==> src/rtl/cla_nibble_serial_adder_pkg.sv <==
`default_nettype none
// ============================================================================
//  Module      : cla_nibble_serial_adder_pkg
//  Description : State encoding and nibble width shared by the serial
//                carry-lookahead adder and its slice.
//  Revision    : 1.0 - initial release
// ============================================================================
package cla_nibble_serial_adder_pkg;

  localparam logic [1:0] C_IDLE  = 2'd0;
  localparam logic [1:0] C_RUN   = 2'd1;
  localparam logic [1:0] C_DONE  = 2'd2;
  localparam int         C_NIB_W = 4;

  typedef enum logic [1:0] {
    S_IDLE = C_IDLE,
    S_RUN  = C_RUN,
    S_DONE = C_DONE
  } state_t;

endpackage
`default_nettype wire

==> src/rtl/cla_nibble_serial_adder_cla.sv <==
`default_nettype none
// ============================================================================
//  Module      : carry_lookahead_adder_4_bit
//  Description : 4-bit carry-lookahead slice; all carries are computed
//                directly from generate/propagate terms and carry-in.
//  Revision    : 1.0 - initial release
// ============================================================================
module carry_lookahead_adder_4_bit (
  input  logic [3:0] a,
  input  logic [3:0] b,
  input  logic       cin,
  output logic [3:0] sum,
  output logic       cout
);

  logic [3:0] w_p;
  logic [3:0] w_g;
  logic [4:0] w_c;

  assign w_p = a ^ b;
  assign w_g = a & b;

  // Flattened lookahead equations; no carry ripples through the slice.
  always_comb begin
    w_c[0] = cin;
    w_c[1] = w_g[0] | (w_p[0] & cin);
    w_c[2] = w_g[1] | (w_p[1] & w_g[0]) | (w_p[1] & w_p[0] & cin);
    w_c[3] = w_g[2] | (w_p[2] & w_g[1]) | (w_p[2] & w_p[1] & w_g[0])
           | (w_p[2] & w_p[1] & w_p[0] & cin);
    w_c[4] = w_g[3] | (w_p[3] & w_g[2]) | (w_p[3] & w_p[2] & w_g[1])
           | (w_p[3] & w_p[2] & w_p[1] & w_g[0])
           | (w_p[3] & w_p[2] & w_p[1] & w_p[0] & cin);
  end

  assign sum  = w_p ^ w_c[3:0];
  assign cout = w_c[4];

endmodule
`default_nettype wire

==> src/rtl/cla_nibble_serial_adder.sv <==
`default_nettype none
// ============================================================================
//  Module      : cla_nibble_serial_adder
//  Description : WIDTH-bit add/subtract computed one nibble per clock through
//                a single 4-bit lookahead slice, LSB nibble first, with a
//                registered carry between nibbles and valid/ready handshakes.
//  Revision    : 1.0 - initial release
// ============================================================================
module cla_nibble_serial_adder
  import cla_nibble_serial_adder_pkg::*;
#(
  parameter int WIDTH = 16
) (
  input  logic             clk,
  input  logic             rst,
  input  logic             in_valid,
  output logic             in_ready,
  input  logic [WIDTH-1:0] a,
  input  logic [WIDTH-1:0] b,
  input  logic             cin,
  input  logic             sub,
  output logic             out_valid,
  input  logic             out_ready,
  output logic [WIDTH-1:0] sum,
  output logic             cout,
  output logic             overflow
);

  localparam int NIB = WIDTH / C_NIB_W;
  localparam int KW  = (NIB > 1) ? $clog2(NIB) : 1;
  localparam logic [KW-1:0] C_LAST = KW'(NIB - 1);

  if (((WIDTH % C_NIB_W) != 0) || (WIDTH < C_NIB_W)) begin : g_width_check
    $fatal(1, "cla_nibble_serial_adder: WIDTH must be a multiple of 4 and >= 4");
  end

  state_t           r_state;
  logic [WIDTH-1:0] r_a;
  logic [WIDTH-1:0] r_b;      // already inverted for subtraction
  logic             r_carry;
  logic [KW-1:0]    r_k;
  logic [WIDTH-1:0] r_sum;
  logic             r_cout;
  logic             r_ovf;
  logic             r_out_valid;

  logic [3:0]       w_a_nib;
  logic [3:0]       w_b_nib;
  logic [3:0]       w_sum_nib;
  logic             w_cout_nib;

  // Select the nibble pair for the current step of the operation.
  always_comb begin
    w_a_nib = '0;
    w_b_nib = '0;
    for (int i = 0; i < NIB; i++) begin
      if (r_k == KW'(i)) begin
        w_a_nib = r_a[i*C_NIB_W +: C_NIB_W];
        w_b_nib = r_b[i*C_NIB_W +: C_NIB_W];
      end
    end
  end

  carry_lookahead_adder_4_bit u_slice (
    .a    (w_a_nib),
    .b    (w_b_nib),
    .cin  (r_carry),
    .sum  (w_sum_nib),
    .cout (w_cout_nib)
  );

  // Handshake FSM plus the nibble datapath it sequences.
  always_ff @(posedge clk) begin
    if (rst) begin
      r_state     <= S_IDLE;
      r_a         <= '0;
      r_b         <= '0;
      r_carry     <= 1'b0;
      r_k         <= '0;
      r_sum       <= '0;
      r_cout      <= 1'b0;
      r_ovf       <= 1'b0;
      r_out_valid <= 1'b0;
    end else begin
      case (r_state)
        S_IDLE: begin
          if (in_valid) begin
            r_a     <= a;
            r_b     <= b ^ {WIDTH{sub}};
            r_carry <= sub ? 1'b1 : cin;
            r_k     <= '0;
            r_state <= S_RUN;
          end
        end
        S_RUN: begin
          for (int i = 0; i < NIB; i++) begin
            if (r_k == KW'(i)) begin
              r_sum[i*C_NIB_W +: C_NIB_W] <= w_sum_nib;
            end
          end
          r_carry <= w_cout_nib;
          if (r_k == C_LAST) begin
            r_state     <= S_DONE;
            r_out_valid <= 1'b1;
            r_cout      <= w_cout_nib;
            // Last slice produces the result MSB, so overflow is decided here.
            r_ovf       <= (r_a[WIDTH-1] == r_b[WIDTH-1]) &&
                           (w_sum_nib[3] != r_a[WIDTH-1]);
          end else begin
            r_k <= r_k + KW'(1);
          end
        end
        S_DONE: begin
          if (out_ready) begin
            r_out_valid <= 1'b0;
            r_state     <= S_IDLE;
          end
        end
        default: begin
          r_state     <= S_IDLE;
          r_out_valid <= 1'b0;
        end
      endcase
    end
  end

  // in_ready is the only decoded output; it drops combinationally under reset.
  assign in_ready  = ~rst & (r_state == S_IDLE);
  assign out_valid = r_out_valid;
  assign sum       = r_sum;
  assign cout      = r_cout;
  assign overflow  = r_ovf;

endmodule
`default_nettype wire

==> config.mk <==
export PLATFORM = sky130hd
export DESIGN_NAME = cla_nibble_serial_adder
export DESIGN_NICKNAME = d
export VERILOG_FILES = /design/src/rtl/cla_nibble_serial_adder_pkg.sv /design/src/rtl/cla_nibble_serial_adder_cla.sv /design/src/rtl/cla_nibble_serial_adder.sv
export SDC_FILE = /design/constraint.sdc
export NUM_CORES = 1
export LEC_CHECK = 0
export ABC_AREA = 1
export BUFFER_PORTS_ARGS = -buffer_cell sky130_fd_sc_hd__buf_4
export CAP_MARGIN = 0
export CORE_MARGIN = 2
export CORE_UTILIZATION = 45
export DETAILED_ROUTE_END_ITERATION = 8
export PLACE_DENSITY = 0.68
export SYNTH_ARGS = -nofsm -noshare
export SYNTH_HDL_FRONTEND = slang
export SYNTH_SLANG_ARGS = --single-unit
==> constraint.sdc <==
create_clock -name clk -period 2.9 [get_ports clk]
set_input_delay 0.145 -clock clk [delete_from_list [all_inputs] [get_ports clk]]
set_output_delay 0.145 -clock clk [all_outputs]
set_load 0.05 [all_outputs]
---- After elaboration in Yosys (flattened, before gate mapping) ----
Cells that the tools add are included.
word-level totals
  register bits after elaboration ......... 56
  bits in latches ......................... 0
  RAM bits ................................ 0
  bits in read-only memories .............. 0
  input bits .............................. 38
  output and inout bits ................... 20
  word-level logic and storage cells ...... 91
  memories kept ........................... 0
operators by class
  $add $sub $neg .......................... 1
  multiply operators ...................... 0
  divide/modulo/power cells ............... 0
  order comparisons ....................... 0
  eq/ne operators ......................... 11
  shifts and indexed selects .............. 0
  muxes and demuxes ....................... 21
  bitwise logic cells ..................... 33
  reduce and logical (&&, ||, !) cells .... 13
operators by type and width
  kind                                                  count
  two-way mux 4 bit                                     8
  AND 1 bit                                             17
  XOR 16 bit                                            1
  AND reduction 2 bit                                   6
  two-way mux 2 bit                                     5
  OR 1 bit                                              10
  AND reduction 3 bit                                   3
  inequality test 2 bit (second input constant)         4
  XOR 4 bit                                             2
  equality test 2 bit (second input constant)           3
  case mux 2 bit (3 select lines)                       1
  AND 4 bit                                             1
  equality test 2 x 1 -> 1 bit (second input constant)  2
  logical NOT 2 bit                                     2
  two-way mux 1 bit                                     4
  case mux 2 bit (2 select lines)                       1
  case mux 1 bit (3 select lines)                       1
  adder 2 x 1 -> 2 bit (second input constant)          1
  inverter 1 bit                                        2
  case mux 1 bit (2 select lines)                       1
  nonzero test 2 bit                                    1
  equality test 1 bit                                   1
  logical AND 1 bit                                     1
  inequality test 1 bit                                 1

---- Longest topological paths before layout ----
Gate-level depths: netlist of the first run.
  depth in word-level cells ............... 13
  gate-level depth with buffers ........... 18
  gate-level depth less buffers ........... 17

---- Cells and area by module ----
From an unflattened synthesis of the first run, not the netlist that was laid out.
second synthesis, totals
  cell total of the unflattened synthesis .. 404
  area total of the unflattened synthesis .. 2778.9 um^2
by module, submodules not included
  module                       times used  cells an instance  area each (um^2)
  cla_nibble_serial_adder      1           373                2590.0
  carry_lookahead_adder_4_bit  1           31                 188.9

---- Worst setup path before layout of the first run ----
OpenSTA, ideal clock, no wires.
  kind .................................... register to register
  from .................................... register r_k[1]
  to ...................................... register r_ovf, in the netlist overflow
  library setup time ...................... 0.109 ns
  arrival ................................. 2.249 ns
  data required time ...................... 2.791 ns
  slack ................................... 0.542 ns
  cell stages (with the launch flop) ...... 17
  path buffers ............................ 1
  clock period less this slack ............ 2.358 ns
  cells stage by stage .................... dfxtp_1 -> inv_1 -> ha_1 -> inv_2 -> buf_4 -> nand2_1 -> o22ai_1 -> o21ai_0 -> o21ai_0 -> ha_1 -> or2_0 -> nand2_1 -> nand3_1 -> nand3_1 -> nand3_1 -> nand2_1 -> inv_1
between the ends
  cells in the longest elaborated chain, start to end .. 13
ends and longest elaborated chain
  item                                           line                                                                  RTL
  start: declaration                             cla_nibble_serial_adder.sv:41                                         logic [KW-1:0] r_k;
  start signal: assignment                       cla_nibble_serial_adder.sv:110                                        r_k <= r_k + KW'(1);
  logical NOT 2 bit                              cla_nibble_serial_adder.sv:57                                         if (r_k == KW'(i)) begin
  two-way mux 4 bit (4 in series)                cla_nibble_serial_adder.sv:57
  XOR 4 bit / AND 4 bit (equally long branches)  cla_nibble_serial_adder_cla.sv:20, cla_nibble_serial_adder_cla.sv:21
  AND 1 bit, on equally long branches            cla_nibble_serial_adder_cla.sv:28, cla_nibble_serial_adder_cla.sv:29
  OR 1 bit (tied with other cells)               cla_nibble_serial_adder_cla.sv:28                                     w_c[3] = w_g[2] | (w_p[2] & w_g[1]) | (w_p[2] & w_p[1] & w_g[0])
  OR 1 bit / AND 1 bit (equally long branches)   cla_nibble_serial_adder_cla.sv:28, cla_nibble_serial_adder_cla.sv:29
  OR 1 bit                                       cla_nibble_serial_adder_cla.sv:29                                     | (w_p[2] & w_p[1] & w_p[0] & cin);
  XOR 4 bit                                      cla_nibble_serial_adder_cla.sv:35                                     assign sum = w_p ^ w_c[3:0];
  inequality test 1 bit                          cla_nibble_serial_adder.sv:108                                        (w_sum_nib[3] != r_a[WIDTH-1]);
  logical AND 1 bit                              cla_nibble_serial_adder.sv:107                                        r_ovf <= (r_a[WIDTH-1] == r_b[WIDTH-1]) &&
  end signal: assignment                         cla_nibble_serial_adder.sv:107
  end: declaration                               cla_nibble_serial_adder.sv:44                                         logic r_ovf;
Parallel ways exist; a longest one is shown, timed or not.
A chain may end at the register's enable or synchronous reset.

---- Worst setup path after layout of the first run ----
  from .................................... register r_k[0]
  to ...................................... register r_ovf, in the netlist overflow
Same word-level chain as after synthesis.

==> results.cfg, run 1 <==
[placement]
place_area_sq_um = 3171
detailedPlace.worstSlack_ns = 0.2023
place_hpwl_mm = 4.574
place.gp.congestion = 0.9115
io_buffers = 57

[final_layout]
seq_area_sq_um = 1121
nNetsFinal = 439
mostFrequentLayoutCells = buf_4, dfxtp_1, o21ai_0
fin_area_sq_um = 3273
area_delta_synth_final_pct = 19.89
diodes = 0
layout_commonest_cell = buf_4
fill_cells = 595
finalCoreUtilization_pct = 55.61
drive_gt1_share_pct = 23.92
multiInputGateArea_sq_um = 1349

[global_routing]
antenna_found_initial = 0
grt_pass1_wl_mm = 9.839
grt.overflow.total = 0
grt_max_degree = 29
grtUsageTotal_pct = 19.13
grt_pass1_vias = 2129

[flow_run]
drv_cap = 0

[synthesis]
synth_edf_count = 0
ys_seq_area_share_pct = 41.06
yosys_warnings = 0
syn_nets = 389
synth.distinct_cells = 37
synth_cells = 342
synth-seq-cells = 56
netlist_area_sq_um = 2730
ys.flop_type = dfxtp_1
syn_avg_cell_area_sq_um = 7.983
synth-async-reset-ratio_pct = 0

[routing]
drc = 0
vias = 2364
wire_per_inst_um = 12.91
wirelength_mm = 6.044
drt_iter0_drc = 150
ant_nets = 0
drt_pass1_iterations = 4
viasPerCell = 5.051

[timing]
drv_slew = 0
fin_ws_ns = 0.2462
rsz0062_at_grt = false
min_period_over_period_pct = 91.51
fin_setup_tns_ns = 0
final.setup_skew_ns = 0.005106
min_period_ns = 2.654
finalSetupViolations = 0
max_slew.worst_pin.slew_ns = 0.5321
relSlewSlack_pct = 64.31
max_freq_ghz = 0.3768
hold_violations = 0

[worst_setup_path]
worstSetupEndpointType = register
critPathLaunchType = register
critPathMaxFanout = 12
reg2regPathDepth = 13
r2r_start = r_k[0]
cp.required_ns = 3.12
r2r-end = overflow
worstSetupPathType = register to register
r2r_setup_slack_ns = 0.25
worst-endpoint-arrival_ns = 2.87

[floorplan]
core_area_sq_um = 5886
pin_count = 58
die_y_um = 81.89
die_w_um = 81.89
dieArea_sq_um = 6706
rows = 28
start_util_pct = 46.39

[outcome]
status = completed

[min_path]
hold_end = r_a[3]
min_from = a[3]
hold_depth = 3
hp-class = input port to register

[clocking]
cts_buffer_depth = 2
cts_buffers = 5
clk_pin_slew_ns = 0.09
cts.htree.levels = 2
clk_latency_ns = 0.31
clock-sinks = 56
cts_tree = done
root_buffer = clkbuf_8
post_cts_buffers = 0

[power]
vdd_drop_max_mv = 0.2390
power.leakage_nw = 1.532
p_per_area_nw_per_um2 = 549.9
## layer usage
layer | part of all wire, % | track usage, % | up-vias | routed length [um]
met3 | 4.7 | 3.187 | 8 | 286
met2 | 46 | 31.54 | 46 | 2806
li1 | - | - | 1237 | -
met4 | 1.2 | 5.500 | 0 | 70
met5 | 0 | 0 | - | 0
met1 | 48 | 25.75 | 1073 | 2881
## power breakdown
group          switching, mW  internal, mW
Combinational          0.324         0.188
Clock                  0.241         0.191
Sequential            0.0290         0.827
Total                  0.594          1.21
## flip-flops by register name (all words and copies together), names as in the netlist
register / count
r_k: 2
out_valid: 1
r_state: 2
sum: 16
r_b: 16
cout: 1
r_carry: 1
r_a: 16
overflow: 1
## stage by stage
stage               total power [mW]  hold slack [ns]  instances
floorplan                      1.238           0.2235        342
global placement               1.367           0.3948        460
detailed placement             1.374           0.4022        460
CTS                            1.802          0.07885        468
global route                   1.909          0.09073        468
finish                         1.800          0.08245        468
## how the worst max path moves through the flow
stage	from	end	slack [ns]	cells past startpoint
after floorplan	r_k[1]	overflow	0.54	16
after global placement	r_k[0]	overflow	0.26	13
after detailed placement	r_k[0]	sum[2]	0.20	11
after CTS	r_k[0]	sum[2]	0.17	11
after global routing	r_k[1]	overflow	0.06	15
final	r_k[0]	overflow	0.25	13
## kinds of logic (layout without fill, tap and decap cells)
kind of cell,count (synthesis),count (layout),synth area share [%]
xor gates and xnor gates,18,18,5.775
adders and majority gates,9,9,4.400
and+or+nand+nor,85,85,15.26
buffers and inverters,60,111,9.808
AOI/OAI and AO/OA,114,114,23.69
DFF,56,56,41.06
## area by class of cell
cell class | instances | share of cell area [%]
inverters | 43 | 5.084
repair buffers | 60 | 13.76
well taps | 75 | 2.867
clock buffers | 6 | 2.523
clock inverters | 2 | 0.3058
flip-flops and latches | 56 | 34.25
multi-input cells | 226 | 41.21
## synthesized netlist by cell type (3+ instances only)
cell	instances	area (sq um)
buf_4	4	30.03
o211ai_1	7	52.55
xnor2_1	3	26.28
ha_1	8	100.1
inv_2	8	30.03
o21ai_1	9	45.04
buf_6	3	33.78
xor2_1	15	131.4
dfxtp_1	56	1121
o21ai_0	43	215.2
nand2_1	23	86.33
clkbuf_1	7	26.28
a21o_1	4	30.03
o22ai_1	3	18.77
nor2_1	38	142.6
nand3_2	3	30.03
a21oi_1	39	195.2
inv_1	33	123.9
nand3_1	11	55.05
## critical path, stage by stage (launching register included)
cell and delay (ns):
dfxtp_1 0.34, inv_1 0.13, ha_1 0.42, inv_2 0.18
o21ai_0 0.20, a21oi_1 0.11, ha_1 0.37, or2_0 0.23
nand2_1 0.10, nand3_1 0.17, nand3_1 0.14, nand3_1 0.07
nand2_1 0.06, inv_1 0.03
## what timing repair did
| item | in CTS | in global routing |
|---|---|---|
| setup endpoints to repair | 0 | 5 |
| hold buffers | 0 | 0 |
| gates resized for setup | 0 | 3 |
No activity file was read; power rests on OpenSTA's default activity.
==> inputs of run 2 (changes only) <==
--- a/config.mk
+++ b/config.mk
@@ -6,12 +6,11 @@
 export NUM_CORES = 1
 export LEC_CHECK = 0
 export ABC_AREA = 1
-export BUFFER_PORTS_ARGS = -buffer_cell sky130_fd_sc_hd__buf_4
 export CAP_MARGIN = 0
 export CORE_MARGIN = 2
 export CORE_UTILIZATION = 45
 export DETAILED_ROUTE_END_ITERATION = 8
-export PLACE_DENSITY = 0.68
+export DONT_BUFFER_PORTS = 1
 export SYNTH_ARGS = -nofsm -noshare
 export SYNTH_HDL_FRONTEND = slang
 export SYNTH_SLANG_ARGS = --single-unit
==> run 2 against run 1 <==
Compared with the run above:
- global-route usage fell by 0.94 points
- worst hold slack worse by 0.075 ns
- largest power group unchanged
- fmax up 5.5%
- clock power rose by 15%
- sequential cell count stayed put
- routed wire length fell by 4.5%
- core utilization shrank 6.4 points
- clock skew shrank 0.0016 ns
==> results.cfg, run 2 (synthesis gave the netlist of run 1 again) <==
[outcome]
status = completed

[timing]
holdWs_ns = 0.007118
max_freq_ghz = 0.3976
fin_setup_tns_ns = 0
min_period_ns = 2.515
relSlewSlack_pct = 41.62
final.setup_skew_ns = 0.003507
rsz0062_at_grt = false
finalSetupViolations = 0
max_slew.worst_pin.slew_ns = 0.8725
drv_slew = 0
min_period_over_period_pct = 86.73
hold_violations = 0

[placement]
place_hpwl_mm = 4.358
place.gp.congestion = 0.8916
io_buffers = 0
place_area_sq_um = 2758

[floorplan]
core_area_sq_um = 5886
pin_count = 58
die_w_um = 81.89
start_util_pct = 46.39
rows = 28
dieArea_sq_um = 6706
die_y_um = 81.89

[routing]
drc = 0
wirelength_mm = 5.770
wire_per_inst_um = 13.87
ant_nets = 0
drt_pass1_iterations = 6
viasPerCell = 5.103
vias = 2123
drt_iter0_drc = 63

[clocking]
hold_buffers = 2
cts_tree = done
clock-sinks = 56
cts_buffers = 5
clk_latency_ns = 0.30
clk_pin_slew_ns = 0.09
cts_resized = 0
post_cts_buffers = 0
root_buffer = clkbuf_8
cts_buffer_depth = 2
cts.htree.levels = 2

[final_layout]
layout_commonest_cell = dfxtp_1
fill_cells = 604
fin_area_sq_um = 2895
drive_gt1_share_pct = 10.56
finalCoreUtilization_pct = 49.19
mostFrequentLayoutCells = dfxtp_1, o21ai_0, a21oi_1
diodes = 0
area_delta_synth_final_pct = 6.050
nNetsFinal = 387

[power]
total_power_mw = 1.792
p_per_area_nw_per_um2 = 619.0
power.leakage_nw = 1.268
vdd_drop_max_mv = 0.2683

[worst_setup_path]
worstSetupEndpointType = register
worstSetupPathType = register to register
r2r_setup_slack_ns = 0.38
r2r_start = r_k[0]
reg2regPathDepth = 14
cp.required_ns = 3.11
r2r-end = overflow
setup.worst_path.end = overflow
critPathLaunchType = register
critPathMaxFanout = 5
crit_start = r_k[0]
worst-endpoint-arrival_ns = 2.72

[min_path]
hp-class = input port to register
min_from = a[15]

[global_routing]
grt.overflow.total = 0
grtUsageTotal_pct = 18.19
grt_max_degree = 30
antenna_found_initial = 0
grt_pass1_wl_mm = 9.239
grt_pass1_vias = 1930

[flow_run]
drv_cap = 0
[run 2: worst max-delay path, cell delays in order (launching register included)]
cell and delay, ns:
dfxtp_1 0.38, inv_1 0.11, ha_1 0.28, nand2_1 0.18
o22ai_1 0.08, o21ai_0 0.13, o21ai_0 0.12, ha_1 0.34
or2_0 0.23, nand2_1 0.10, nand3_1 0.18, nand3_1 0.14
nand3_1 0.07, nand2_1 0.06, inv_1 0.03
[run 2: through the flow]
stage | setup slack, ns | instances
after CTS | 0.3690 | 415
after floorplan | 0.5420 | 342
after global placement | 0.4261 | 405
after detailed placement | 0.3875 | 405
final | 0.3847 | 416
after global routing | 0.1137 | 416
[run 2: how the worst min path moves through the flow]
stage | cells past startpoint | to | slack (ns)
floorplan | 1 | r_b[9] | 0.22
global placement | 1 | r_state[1] | 0.22
detailed placement | 1 | sum[0] | 0.22
CTS | 2 | r_a[2] | 0.002
global route | 2 | r_a[7] | 0.008
finish | 2 | r_a[15] | 0.007
[run 2: cell type report]
cell class,count,area [sq um],area share [%]
multi-input combinational,226,1341,46.33
sequential,56,1121,38.72
inverter,43,163.9,5.661
tap,75,93.84,3.241
clock buffer,6,72.57,2.506
timing repair buffer,8,67.56,2.334
clock inverter,2,35.03,1.210
[run 2: per-layer routing]
layer | vias up | GRT usage, % | wire [um]
met5 | - | 0 | 0
met1 | 954 | 25.65 | 2877
li1 | 1129 | - | -
met3 | 4 | 3.736 | 214
met2 | 36 | 27.72 | 2602
met4 | 0 | 6.000 | 76
[run 2: where the power goes]
group          switching [mW]  internal [mW]  leakage (nW)
Clock                   0.238          0.257        0.0552
Sequential             0.0753          0.827         0.461
Combinational           0.255          0.140         0.753
==> inputs of run 3 (changes only) <==
==> constraint.sdc (replaced) <==
create_clock -name clk -period 2.6 [get_ports clk]
set_input_delay 0.13 -clock clk [delete_from_list [all_inputs] [get_ports clk]]
set_output_delay 0.13 -clock clk [all_outputs]
set_load 0.05 [all_outputs]
==> run 3 against run 2 <==
Compared with the run above:
- count of clock-buffer cells in the layout decreased by 1
- combinational power increased by 19%
- total power is 6.5% higher
- worst setup slack worse by 0.15 ns
- fmax is 6.3% higher
- final area rose by 1.5%
- sequential power is 12% higher
- core utilization grew 0.74 points
- clock power decreased by 14%
- via count increased by 2.3%
==> results.cfg, run 3 (synthesis gave the netlist of run 1 again) <==
[power]
p_per_area_nw_per_um2 = 649.2
power.leakage_nw = 1.272
vdd_drop_max_mv = 0.2831

[routing]
met1_length_mm = 2.908
vias = 2172
drt_iter0_drc = 101
top_layer_used = met4
wire_per_inst_um = 14.13
wl_met2_mm = 2.622
ant_nets = 0
drc = 0
wl_met3_um = 281
viasPerCell = 5.196
wirelength_mm = 5.905
drt_pass1_iterations = 5

[worst_setup_path]
worst-endpoint-arrival_ns = 2.56
crit_start = r_k[0]
critPathLaunchType = register
critPathMaxFanout = 5
cp.required_ns = 2.80
r2r_start = r_k[0]
worstSetupPathType = register to register
worstSetupEndpointType = register

[clocking]
cts_buffers = 5
clock-sinks = 56
root_buffer = clkbuf_8
clk_pin_slew_ns = 0.09
cts.htree.levels = 2
cts_tree = done
clk_latency_ns = 0.31
cts_buffer_depth = 2

[placement]
place.gp.congestion = 0.8296
place_hpwl_mm = 4.342
place_area_sq_um = 2758
io_buffers = 0

[floorplan]
die_w_um = 81.89
rows = 28
core_area_sq_um = 5886
dieArea_sq_um = 6706
die_y_um = 81.89
start_util_pct = 46.39
pin_count = 58

[final_layout]
diodes = 0
mostFrequentLayoutCells = dfxtp_1, o21ai_0, a21oi_1
nNetsFinal = 392
drive_gt1_share_pct = 11.95
area_delta_synth_final_pct = 7.654
layout_commonest_cell = dfxtp_1
fin_area_sq_um = 2939

[global_routing]
grt_pass1_vias = 2033
antenna_found_initial = 0
grt_pass1_wl_mm = 9.577
grt.overflow.total = 0
grt_max_degree = 47
grtUsageTotal_pct = 18.61

[min_path]
min_from = a[4]
hp-class = input port to register

[timing]
hold_violations = 0
relSlewSlack_pct = 25.41
max_freq_ghz = 0.4226
final.setup_skew_ns = 0.005729
finalSetupViolations = 0
min_period_over_period_pct = 91.02
min_period_ns = 2.366
drv_slew = 0
max_slew.worst_pin.slew_ns = 1.112
fin_setup_tns_ns = 0
rsz0062_at_grt = false

[flow_run]
drv_cap = 0

[outcome]
status = completed
-- run 3: critical path, cell delays in order (launching register included) --
cell and delay (ns):
dfxtp_2 0.38, inv_1 0.11, ha_2 0.25, nand2_2 0.12, o22ai_1 0.07, o21ai_0 0.13
o21ai_0 0.10, ha_1 0.33, or2_0 0.22, nand2_1 0.11, nand2_1 0.10, nand2_2 0.11
nand3_1 0.09, o211ai_1 0.09, inv_1 0.06
-- run 3: final timing paths --
kind / to / slack [ns] / cells past startpoint
worst max-delay path: sum[3] / 0.23 / 14
worst max register to register: sum[3] / 0.23 / 14
worst min register to register: r_b[14] / 0.47 / 2
worst min-delay path: r_a[4] / 0.008 / 2
-- run 3: where the power goes --
group | internal, mW | total (mW) | switching (mW)
Sequential | 0.923 | 1.01 | 0.0873
Clock | 0.174 | 0.427 | 0.252
Combinational | 0.179 | 0.471 | 0.292
-- run 3: timing repair --
action / 4_1_cts / 5_1_grt
setup buffers: 0 / 0
resized for setup: 0 / 10
setup endpoints to repair: 0 / 11
hold endpoints to repair: 17 / 0
hold buffers: 8 / 0
-- run 3: layout make-up --
cell class / count / area [sq um]
inverters: 43 / 168.9
multi-input cells: 226 / 1366
repair buffers: 13 / 117.6
flip-flops and latches: 56 / 1124
fillers: 594 / 2947
clock buffers: 5 / 68.82
well taps: 75 / 93.84
-- run 3: routing by layer --
layer / vias to the layer above / track usage (%)
li1: 1133 / -
met1: 990 / 25.75
met2: 41 / 29.11
met3: 8 / 3.626
met4: 0 / 6.000
met5: - / 0
-- run 3: through the flow --
| stage | total power [mW] | hold slack [ns] | std cells | utilization [%] | setup slack [ns] |
|---|---|---|---|---|---|
| 3_3_place_gp | 1.471 | 0.2012 | 405 | 46.85 | 0.1230 |
| 5_1_grt | 2.022 | 0.01373 | 418 | 49.94 | 0.0002995 |
| 4_1_cts | 1.909 | 0.005143 | 418 | 49.38 | 0.01595 |
| 3_5_place_dp | 1.477 | 0.2043 | 405 | 46.85 | 0.04147 |
| 2_1_floorplan | 1.380 | 0.2085 | 342 | - | 0.2420 |
| 6_report | 1.908 | 0.008246 | 418 | 49.94 | 0.2335 |
